<file path="src/rtl/spm_offset_move_scheduler_if.sv">
// Requester / adjuster bundle of the offset move scheduler: move requests with
// packed per-requester targets, adjuster monitor readback, and target/status outputs.
interface spm_offset_move_scheduler_if #(
  parameter int NREQ = 3
);
  logic [NREQ-1:0]      req;
  logic [NREQ*32-1:0]   req_x0;
  logic [NREQ*32-1:0]   req_y0;
  logic [NREQ*32-1:0]   req_z0;
  logic [NREQ*32-1:0]   req_xy_step;
  logic [NREQ*32-1:0]   req_z_step;
  logic                 abort;
  logic signed [31:0]   x0_mon;
  logic signed [31:0]   y0_mon;
  logic signed [31:0]   z0_mon;
  logic signed [31:0]   x0;
  logic signed [31:0]   y0;
  logic signed [31:0]   z0;
  logic [31:0]          xy_step;
  logic [31:0]          z_step;
  logic [NREQ-1:0]      grant;
  logic [NREQ-1:0]      done;
  logic [1:0]           err;
  logic                 busy;

  modport master (
    output req, req_x0, req_y0, req_z0, req_xy_step, req_z_step, abort,
    output x0_mon, y0_mon, z0_mon,
    input  x0, y0, z0, xy_step, z_step, grant, done, err, busy
  );

  modport slave (
    input  req, req_x0, req_y0, req_z0, req_xy_step, req_z_step, abort,
    input  x0_mon, y0_mon, z0_mon,
    output x0, y0, z0, xy_step, z_step, grant, done, err, busy
  );
endinterface

</file>
<file path="src/rtl/spm_offset_move_scheduler.sv">
// Round-robin scheduler of absolute offset moves onto the single SPM offset adjuster.
// Optional MOVING/SETTLE watchdog compiled in with `define SPM_MOVE_TIMEOUT_EN.
module spm_offset_move_scheduler #(
  parameter int          NREQ           = 3,
  parameter int          SETTLE_CYCLES  = 128,
`ifdef SPM_MOVE_TIMEOUT_EN
  parameter int          TIMEOUT_CYCLES = 1 << 27,
`endif
  parameter logic [31:0] DEF_XY_STEP    = 32'd32,
  parameter logic [31:0] DEF_Z_STEP     = 32'd1
) (
  input  logic                    a_clk,
  input  logic                    a_resetn,
  spm_offset_move_scheduler_if.slave bus
);

  localparam int          IW          = (NREQ > 1) ? $clog2(NREQ) : 1;
  localparam logic [31:0] SETTLE_LOAD = 32'(SETTLE_CYCLES - 1);

  typedef enum logic [2:0] {
    S_IDLE,
    S_LOAD,
    S_MOVING,
    S_SETTLE,
    S_DONE
  } state_t;

  state_t             state_q, state_d;
  logic [IW-1:0]      last_q, last_d;
  logic [NREQ-1:0]    grant_q, grant_d;
  logic [NREQ-1:0]    done_q, done_d;
  logic [1:0]         err_q, err_d;
  logic               busy_q, busy_d;
  logic signed [31:0] x0_q, x0_d, y0_q, y0_d, z0_q, z0_d;
  logic [31:0]        xy_step_q, xy_step_d, z_step_q, z_step_d;
  logic [31:0]        settle_q, settle_d;

  logic [IW-1:0]      win_idx, cand;
  logic               win_found;
  logic               arrived;
  logic               in_move;
  logic               timeout;
  logic [IW+4:0]      base;

  assign arrived = (bus.x0_mon == x0_q) && (bus.y0_mon == y0_q) && (bus.z0_mon == z0_q);
  assign in_move = (state_q == S_LOAD) || (state_q == S_MOVING) || (state_q == S_SETTLE);
  assign base    = {last_q, 5'd0};

`ifdef SPM_MOVE_TIMEOUT_EN
  logic [31:0] tmo_q, tmo_d;

  // Watchdog restarts in LOAD so MOVING cycle 1 sees a count of zero.
  always_comb begin
    tmo_d = tmo_q;
    if (state_q == S_LOAD) begin
      tmo_d = '0;
    end else if ((state_q == S_MOVING) || (state_q == S_SETTLE)) begin
      tmo_d = tmo_q + 32'd1;
    end
  end

  assign timeout = ((state_q == S_MOVING) || (state_q == S_SETTLE)) &&
                   (tmo_q == 32'(TIMEOUT_CYCLES - 1));

  always_ff @(posedge a_clk or negedge a_resetn) begin
    if (!a_resetn) tmo_q <= '0;
    else           tmo_q <= tmo_d;
  end
`else
  assign timeout = 1'b0;
`endif

  // Round-robin search starts one past the last granted index.
  always_comb begin
    win_found = 1'b0;
    win_idx   = last_q;
    cand      = last_q;
    for (int k = 1; k <= NREQ; k++) begin
      cand = IW'((int'(last_q) + k) % NREQ);
      if (!win_found && bus.req[cand]) begin
        win_found = 1'b1;
        win_idx   = cand;
      end
    end
  end

  always_comb begin
    state_d   = state_q;
    last_d    = last_q;
    grant_d   = grant_q;
    done_d    = '0;
    err_d     = 2'b00;
    x0_d      = x0_q;
    y0_d      = y0_q;
    z0_d      = z0_q;
    xy_step_d = xy_step_q;
    z_step_d  = z_step_q;
    settle_d  = settle_q;

    unique case (state_q)
      S_IDLE: begin
        if (win_found && !bus.abort) begin
          last_d           = win_idx;
          grant_d          = '0;
          grant_d[win_idx] = 1'b1;
          state_d          = S_LOAD;
        end
      end
      S_LOAD: begin
        x0_d      = $signed(bus.req_x0[base +: 32]);
        y0_d      = $signed(bus.req_y0[base +: 32]);
        z0_d      = $signed(bus.req_z0[base +: 32]);
        xy_step_d = bus.req_xy_step[base +: 32];
        z_step_d  = bus.req_z_step[base +: 32];
        state_d   = S_MOVING;
      end
      S_MOVING: begin
        if (arrived) begin
          settle_d = SETTLE_LOAD;
          state_d  = S_SETTLE;
        end
      end
      S_SETTLE: begin
        if (!arrived) begin
          state_d = S_MOVING;
        end else if (settle_q == '0) begin
          done_d  = grant_q;
          state_d = S_DONE;
        end else begin
          settle_d = settle_q - 32'd1;
        end
      end
      S_DONE: begin
        grant_d = '0;
        state_d = S_IDLE;
      end
      default: begin
        grant_d = '0;
        state_d = S_IDLE;
      end
    endcase

    // Abort or watchdog parks the adjuster where it currently is.
    if (in_move && (bus.abort || timeout)) begin
      x0_d    = bus.x0_mon;
      y0_d    = bus.y0_mon;
      z0_d    = bus.z0_mon;
      err_d   = bus.abort ? 2'b01 : 2'b10;
      done_d  = '0;
      grant_d = '0;
      state_d = S_IDLE;
    end

    busy_d = (state_d != S_IDLE);
  end

  always_ff @(posedge a_clk or negedge a_resetn) begin
    if (!a_resetn) begin
      state_q   <= S_IDLE;
      last_q    <= IW'(NREQ - 1);
      grant_q   <= '0;
      done_q    <= '0;
      err_q     <= 2'b00;
      busy_q    <= 1'b0;
      x0_q      <= '0;
      y0_q      <= '0;
      z0_q      <= '0;
      xy_step_q <= DEF_XY_STEP;
      z_step_q  <= DEF_Z_STEP;
      settle_q  <= '0;
    end else begin
      state_q   <= state_d;
      last_q    <= last_d;
      grant_q   <= grant_d;
      done_q    <= done_d;
      err_q     <= err_d;
      busy_q    <= busy_d;
      x0_q      <= x0_d;
      y0_q      <= y0_d;
      z0_q      <= z0_d;
      xy_step_q <= xy_step_d;
      z_step_q  <= z_step_d;
      settle_q  <= settle_d;
    end
  end

  assign bus.x0      = x0_q;
  assign bus.y0      = y0_q;
  assign bus.z0      = z0_q;
  assign bus.xy_step = xy_step_q;
  assign bus.z_step  = z_step_q;
  assign bus.grant   = grant_q;
  assign bus.done    = done_q;
  assign bus.err     = err_q;
  assign bus.busy    = busy_q;

endmodule

</file>
<file path="src/flat_wrapper.sv">
// flat-port wrapper written by rule: the top's interface ports become plain ports
module spm_offset_move_scheduler_flat 
#(
  parameter int          NREQ           = 3,
  parameter int          SETTLE_CYCLES  = 128,

  parameter logic [31:0] DEF_XY_STEP    = 32'd32,
  parameter logic [31:0] DEF_Z_STEP     = 32'd1
)
  (a_clk, a_resetn, bus_req, bus_req_x0, bus_req_y0, bus_req_z0, bus_req_xy_step, bus_req_z_step, bus_abort, bus_x0_mon, bus_y0_mon, bus_z0_mon, bus_x0, bus_y0, bus_z0, bus_xy_step, bus_z_step, bus_grant, bus_done, bus_err, bus_busy);
  spm_offset_move_scheduler_if #(.NREQ(NREQ)) bus_i ();
  input  logic a_clk;
  input  logic a_resetn;
  input wire logic [$bits(bus_i.req)-1:0] bus_req;
  input wire logic [$bits(bus_i.req_x0)-1:0] bus_req_x0;
  input wire logic [$bits(bus_i.req_y0)-1:0] bus_req_y0;
  input wire logic [$bits(bus_i.req_z0)-1:0] bus_req_z0;
  input wire logic [$bits(bus_i.req_xy_step)-1:0] bus_req_xy_step;
  input wire logic [$bits(bus_i.req_z_step)-1:0] bus_req_z_step;
  input wire logic [$bits(bus_i.abort)-1:0] bus_abort;
  input wire logic [$bits(bus_i.x0_mon)-1:0] bus_x0_mon;
  input wire logic [$bits(bus_i.y0_mon)-1:0] bus_y0_mon;
  input wire logic [$bits(bus_i.z0_mon)-1:0] bus_z0_mon;
  output wire logic [$bits(bus_i.x0)-1:0] bus_x0;
  output wire logic [$bits(bus_i.y0)-1:0] bus_y0;
  output wire logic [$bits(bus_i.z0)-1:0] bus_z0;
  output wire logic [$bits(bus_i.xy_step)-1:0] bus_xy_step;
  output wire logic [$bits(bus_i.z_step)-1:0] bus_z_step;
  output wire logic [$bits(bus_i.grant)-1:0] bus_grant;
  output wire logic [$bits(bus_i.done)-1:0] bus_done;
  output wire logic [$bits(bus_i.err)-1:0] bus_err;
  output wire logic [$bits(bus_i.busy)-1:0] bus_busy;
  assign bus_i.req = bus_req;
  assign bus_i.req_x0 = bus_req_x0;
  assign bus_i.req_y0 = bus_req_y0;
  assign bus_i.req_z0 = bus_req_z0;
  assign bus_i.req_xy_step = bus_req_xy_step;
  assign bus_i.req_z_step = bus_req_z_step;
  assign bus_i.abort = bus_abort;
  assign bus_i.x0_mon = bus_x0_mon;
  assign bus_i.y0_mon = bus_y0_mon;
  assign bus_i.z0_mon = bus_z0_mon;
  assign bus_x0 = bus_i.x0;
  assign bus_y0 = bus_i.y0;
  assign bus_z0 = bus_i.z0;
  assign bus_xy_step = bus_i.xy_step;
  assign bus_z_step = bus_i.z_step;
  assign bus_grant = bus_i.grant;
  assign bus_done = bus_i.done;
  assign bus_err = bus_i.err;
  assign bus_busy = bus_i.busy;
  spm_offset_move_scheduler #(.NREQ(NREQ), .SETTLE_CYCLES(SETTLE_CYCLES), .DEF_XY_STEP(DEF_XY_STEP), .DEF_Z_STEP(DEF_Z_STEP)) u_core (.a_clk(a_clk), .a_resetn(a_resetn), .bus(bus_i));
endmodule
</file>
<file path="config.mk">
export PLATFORM = sky130hd
export DESIGN_NAME = spm_offset_move_scheduler_flat
export DESIGN_NICKNAME = d
export VERILOG_FILES = /design/src/rtl/spm_offset_move_scheduler_if.sv /design/src/rtl/spm_offset_move_scheduler.sv /design/src/flat_wrapper.sv
export SDC_FILE = /design/constraint.sdc
export NUM_CORES = 1
export LEC_CHECK = 0
export BUFFER_PORTS_ARGS = -buffer_cell sky130_fd_sc_hd__buf_2
export CAP_MARGIN = 0
export CORE_AREA = 5 5 288 290
export CTS_CLUSTER_DIAMETER = 40
export DETAILED_ROUTE_END_ITERATION = 12
export DIE_AREA = 0 0 293 295
export MAX_ROUTING_LAYER = met4
export PLACE_DENSITY = 0.34
export SYNTH_ARGS = -nofsm -noshare
export SYNTH_HDL_FRONTEND = slang
export SYNTH_SLANG_ARGS = --single-unit
</file>
<file path="constraint.sdc">
create_clock -name a_clk -period 4 [get_ports a_clk]
set_input_delay 0.4 -clock a_clk [delete_from_list [all_inputs] [get_ports a_clk]]
set_output_delay 0.4 -clock a_clk [all_outputs]
set_load 0.005 [all_outputs]
</file>
### After elaboration in Yosys (flattened, before gate mapping)

Cells that the tools add are included.

* bits in registers: 206
* input bits: 582
* logic and storage cells: 100

* multiplexer cells: 39
* div/mod/pow operators: 3
* reduce and logical (&&, ||, !) cells: 21
* shift operators: 5
* $lt $le $gt $ge: 5
* $add $sub $neg: 4
* equality and inequality tests: 11

Operators with widths (count)
* $shiftx 96x8->32: 5
* $mux 32: 9
* $eq 32x32->1: 3
* $mod 32x3->32 const B: 3
* $pmux 32 s2: 1
* $mux 3: 11
* $logic_not 32->1: 1
* $sub 32x1->32 const B: 1
* $lt 2x3->1 const B: 4
* $pmux 3 s4: 1
* $mux 2: 5
* $logic_and 1x1->1: 7
* $mux 1: 7
* $add 2x2->3 const B: 2
* $bmux 1 s2: 3
* $eq 3x2->1 const B: 2
* $ne 2x1->1 const B: 3
* $pmux 3 s2: 1
* $reduce_and 2->1: 2
* $reduce_and 4->1: 1
* $reduce_bool 2->1: 2
* $add 2x1->3 const B: 1
* $eq 3x1->1 const B: 1
* $logic_not 1->1: 3
* 8 further kinds: 9

### Longest topological paths before layout

* depth in word-level cells: 18
* mapped depth: 14

### Least setup slack after synthesis

Ideal clock, no wire load.

* kind: register to register
* from: register u_core.last_q[0]
* to: register u_core.last_q[0]
* cell stages (with the launch flop): 15
* buffers on the path: 5
* setup time: 65 ps
* data arrival time: 3416 ps
* setup slack: 519 ps
* cell sequence: dfrtp_1 > clkbuf_1 > clkbuf_1 > buf_1 > inv_1 > ha_1 > clkbuf_1 > mux2i_1 > o22ai_1 > nor2_1 > a21o_1 > or4_1 > clkbuf_1 > nor3b_1 > a21o_1

* cells in the longest elaborated chain, start to end: 13
* elaborated cells on any way between the ends: 24
* those cells by class: add/sub: 3; div: 3; mux: 12; reduce/logical: 6

RTL lines
* start, declared: line spm_offset_move_scheduler.sv:29 `logic [IW-1:0] last_q, last_d;`
* start signal, assigned: line spm_offset_move_scheduler.sv:160 `last_q <= IW'(NREQ - 1);`
* start signal, assigned: line spm_offset_move_scheduler.sv:173 `last_q <= last_d;`
* $add 2x1->3: line spm_offset_move_scheduler.sv:79 `cand = IW'((int'(last_q) + k) % NREQ);`
* $mod 32x3->32: line spm_offset_move_scheduler.sv:79
* $bmux 1 s2: line spm_offset_move_scheduler.sv:80 `if (!win_found && bus.req[cand]) begin`
* $mux 1 (implied by the code): line spm_offset_move_scheduler.sv:80
* $mux 1: line spm_offset_move_scheduler.sv:80
* $logic_not 1->1: line spm_offset_move_scheduler.sv:80
* $logic_and 1x1->1: line spm_offset_move_scheduler.sv:80
* $mux 1: line spm_offset_move_scheduler.sv:80
* $logic_not 1->1: line spm_offset_move_scheduler.sv:80
* $logic_and 1x1->1: line spm_offset_move_scheduler.sv:80
* $mux 1: line spm_offset_move_scheduler.sv:80
* $logic_and 1x1->1: line spm_offset_move_scheduler.sv:102 `if (win_found && !bus.abort) begin`
* $reduce_and 2->1 (no source line)

Several ways; a longest one is shown, not always the timed one. The select of a mux whose other input is x is not followed.
A chain may end at the register's enable or synchronous reset.

### Final worst setup path

* from: register u_core.y0_q[12] (netlist: u_core.bus.y0[12])
* to: register u_core.settle_q[16]

* cells in the longest elaborated chain, start to end: 5
* elaborated cells on any way between the ends: 6
* those cells by class: eq/ne: 3; reduce/logical: 3

RTL lines
* start, declared: line spm_offset_move_scheduler.sv:34 `logic signed [31:0] x0_q, x0_d, y0_q, y0_d, z0_q, z0_d;`
* start signal, assigned: line spm_offset_move_scheduler.sv:179 `y0_q <= y0_d;`
* $eq 32x32->1 (*): line spm_offset_move_scheduler.sv:45 `assign arrived = (bus.x0_mon == x0_q) && (bus.y0_mon == y0_q) && (bus.z0_mon == z0_q);`
* $logic_and 1x1->1 (*) (2 in series): line spm_offset_move_scheduler.sv:45
* $ne 2x1->1 (no source line)
* $reduce_and 4->1 (no source line) (*)
* end signal, assigned: line spm_offset_move_scheduler.sv:183 `settle_q <= settle_d;`
* end, declared: line spm_offset_move_scheduler.sv:36 `logic [31:0] settle_q, settle_d;`

Every way passes the cells marked *; elsewhere a longest branch is shown, timed or not.

==> flow_summary_export.csv <==
group,metric,value,unit
sta,relSlewSlack,40.3,%
global_route,met2_usage,26.6,%
floorplanning,placementRows,104,
synthesis,syn_area,13000,um^2
sta,slew_viol_final,0,
sta,fin_tns_setup,0,ps
cells_and_area,nets,2804,
synthesis,ys_seq_area_share,39.6,%
synthesis,synth_nets,2063,
synthesis,yosysWarnings,0,
power,pwr_density_cell,743,nW/um^2
cts,tritoncts,"done",
synthesis,ys_types,55,
sta,final_hold_viol_count,0,
setup_path,r2r_start,"u_core.bus.y0[12]",
setup_path,reg2reg_depth,7,
synthesis,synth_ff_type,"dfrtp_1",
setup_path,path_class,"reg2reg",
cts,clock-root-buffer,"clkbuf_16",
place,place_congestion,0.897,
setup_path,cp-start-kind,"flop",
cells_and_area,final_cell_area,20400,um^2
sta,fin_ws,583,ps
setup_path,rrSetupSlack,580,ps
floorplanning,die_x,293,um
synthesis,synth_common_cells,"352 x nor2_1, 235 x a21oi_1, 203 x dfrtp_1, 169 x mux2i_1, 101 x xnor2_1",
setup_path,rr_endpoint,"u_core.settle_q[16]",
detailed_routing,drt-wirelength-per-cell,22.5,um
place,io_buffer_count,750,
sta,tightest_slew,889,ps
cells_and_area,areaGrowthSynthToFinish,56.2,%
cells_and_area,drive_above_1_share,40.0,%
detailed_routing,ant_nets,0,
sta,finClkSkew,37.6,ps
setup_path,cp_num_cells,7,
cts,cts_sinks,206,
global_route,grt_pass1_vias,15000,
hold_path,min-delay-start,"bus_x0_mon[21]",
cts,path_clk_slew,40,ps
setup_path,cp_num_buf_inv,1,
detailed_routing,routed_via_density,4.31,
detailed_routing,dr.pass1.iters,5,
cells_and_area,utilization,25.5,%
detailed_routing,vias,14400,
setup_path,crit_fanout,10,
setup_path,startpoint,"u_core.bus.y0[12]",
synthesis,synth_edf_count,0,
global_route,grtUsageMet3,3.64,%
floorplanning,num_io_pins,751,
flow_run,drv_cap,0,
floorplanning,start_util,16.3,%
synthesis,synth_top_area_share,39.0,%
sta,rsz0062_at_grt,"no",
synthesis,yosysMostFrequentCell,"nor2_1",
power,ir_worst_vdd,0.449,mV
cts,htreeDepth,2,
synthesis,async_reset_ff_share,100,%
power,p_total,15100,uW
global_route,use_met1,21.6,%
setup_path,crit_family,"simple AND/OR/NAND/NOR gates",
synthesis,syn_inst,1477,
synthesis,synthTopCellsByArea,"dfrtp_1 39%, mux2i_1 13%, nor2_1 10%, a21oi_1 9.0%, a221o_1 7.4%",
setup_path,critPathSlowestCell,"nor3_2",
sta,setup_viol,0,
floorplanning,fp.dieH,295,um
setup_path,crit_required,4480,ps
global_route,grt_pass1_wl,104000,um
sta,min_period,3420,ps
setup_path,arrival,3890,ps
status,run_status,"finished, final reports clean",
cts,worst_skew_pair.late_latency,620,ps
detailed_routing,drt-initial-drc-count,712,
cts,cts_buffers,58,
place,placed_cell_area,18100,um^2
synthesis,ys_seq_elements,206,
global_route,grt.busiest_layer,"met2",
global_route,overflow,0,
place,place_ws,503,ps
sta,fin_crit_sh,85.4,%
sta,timing.fmax,293,MHz
detailed_routing,drc,0,
power,p_leak,0.00938,uW
global_route,grt_max_degree,130,
setup_path,setup.worst_path.end,"u_core.settle_q[16]",
setup_path,slowest_delay,730,ps
place,hpwl,60700,um
floorplanning,core_area,80000,um^2
cts,cts_buffer_depth,3,
synthesis,syn_area_per_cell,8.83,um^2
synthesis,yosysTopAreaCell,"dfrtp_1",
setup_path,end_kind,"flop",
floorplanning,die_area,86400,um^2
hold_path,hp-class,"in2reg",
detailed_routing,totalWireLength,75000,um
global_route,track_usage,16.6,%
global_route,antenna_found_initial,20,
setup_path,worstPathCellList,"xnor2_1 -> nand4_1 -> nor4_1 -> nand4_2 -> nor3_2 -> buf_4 -> a21oi_1",
-- layer usage --
| layer | up-vias | part of all wire [%] |
|---|---|---|
| met4 | 0 | 1.8 |
| met1 | 6876 | 44 |
| met2 | 587 | 48 |
| met3 | 79 | 6.4 |
| met5 | - | 0 |
| li1 | 6829 | - |
-- state kept, by name, indices dropped and copies added, names as in the netlist --
name / flops
u_core.settle_q: 32
u_core.bus.grant: 3
u_core.bus.xy_step: 32
u_core.state_q: 3
u_core.bus.x0: 32
u_core.bus.busy: 1
u_core.bus.z_step: 32
u_core.bus.y0: 32
u_core.last_q: 2
u_core.bus.done: 3
u_core.bus.z0: 32
u_core.bus.err: 2
-- power breakdown --
part	switching [uW]	internal, uW
clock network	1500	3450
logic	3880	2710
registers	668	2920
-- how the worst min path moves through the flow --
stage,slack (ps),endpoint,depth (start not counted)
after floorplan,100,u_core.bus.busy,0
after global placement,460,u_core.bus.x0[15],1
after detailed placement,460,u_core.bus.x0[15],1
after CTS,0.05,u_core.bus.x0[22],2
after global routing,10,u_core.bus.y0[4],2
final,50,u_core.bus.x0[21],2
-- area by class of cell --
cell class / count / area (um^2)
Fill cell: 8873 / 59700
Timing Repair Buffer: 791 / 4240
Clock inverter: 24 / 412
Inverter: 13 / 48.8
Tap cell: 1060 / 1330
Antenna cell: 13 / 32.5
Multi-Input combinational cell: 1148 / 7430
Sequential cell: 206 / 5170
Clock buffer: 83 / 1710
-- timing repair --
| action | 4_1_cts | 5_1_grt |
|---|---|---|
| endpoints found under the hold margin | 81 | 0 |
| buffers inserted | 0 | 0 |
| resized for setup | 0 | 0 |
| hold buffers | 14 | 0 |
-- stage by stage --
stage | cells | hold WS, ps
global route | 3336 | 13.6
global placement | 3204 | 461
CTS | 3325 | 0.0526
detailed placement | 3204 | 456
finish | 3338 | 51.3
floorplan | 1477 | 104
-- layout by cell type, fill, tap and decap left out, types with 4 or more instances in the layout --
master	synthesis	final
clkbuf_16	0	58
nor2_1	352	350
clkbuf_1	81	9
and2_1	5	5
a221o_1	96	96
nand3_1	15	15
nand3b_1	8	8
nand4_1	28	28
ha_1	4	4
nor3b_1	18	16
a21o_1	11	11
mux2i_1	169	169
o21ai_0	7	7
a21bo_2	6	6
buf_4	0	16
or3_1	5	5
xnor2_1	101	101
inv_1	13	13
dfrtp_1	203	202
buf_12	0	11
a21oi_1	235	235
clkinv_2	0	8
dlygate4sd3_1	0	14
and3_1	4	4
nor4_1	15	15
nor3_1	8	8
nand2_1	16	16
diode_2	0	13
nor2_4	2	4
clkbuf_8	0	16
or4_1	4	4
bufinv_16	0	8
buf_2	3	749
-- worst register-to-register path, cell delays in order (launching register included) --
cell	delay [ps]
dfrtp_1	400
xnor2_1	580
nand4_1	290
nor4_1	500
nand4_2	420
nor3_2	730
buf_4	310
a21oi_1	60
-- kinds of logic after synthesis --
group	count (synthesis)	share of synthesized area (%)
adder cells (fa/ha/maj)	4	0.384
AND/OR/NAND/NOR	502	17.8
buffers and inverters	123	3.74
multiplexers	169	13.0
AO/OA/AOI/OAI	371	18.8
XOR/XNOR	101	6.78
other	1	0.0288
flip-flops	206	39.6
Power figures use the tool's default switching activity.
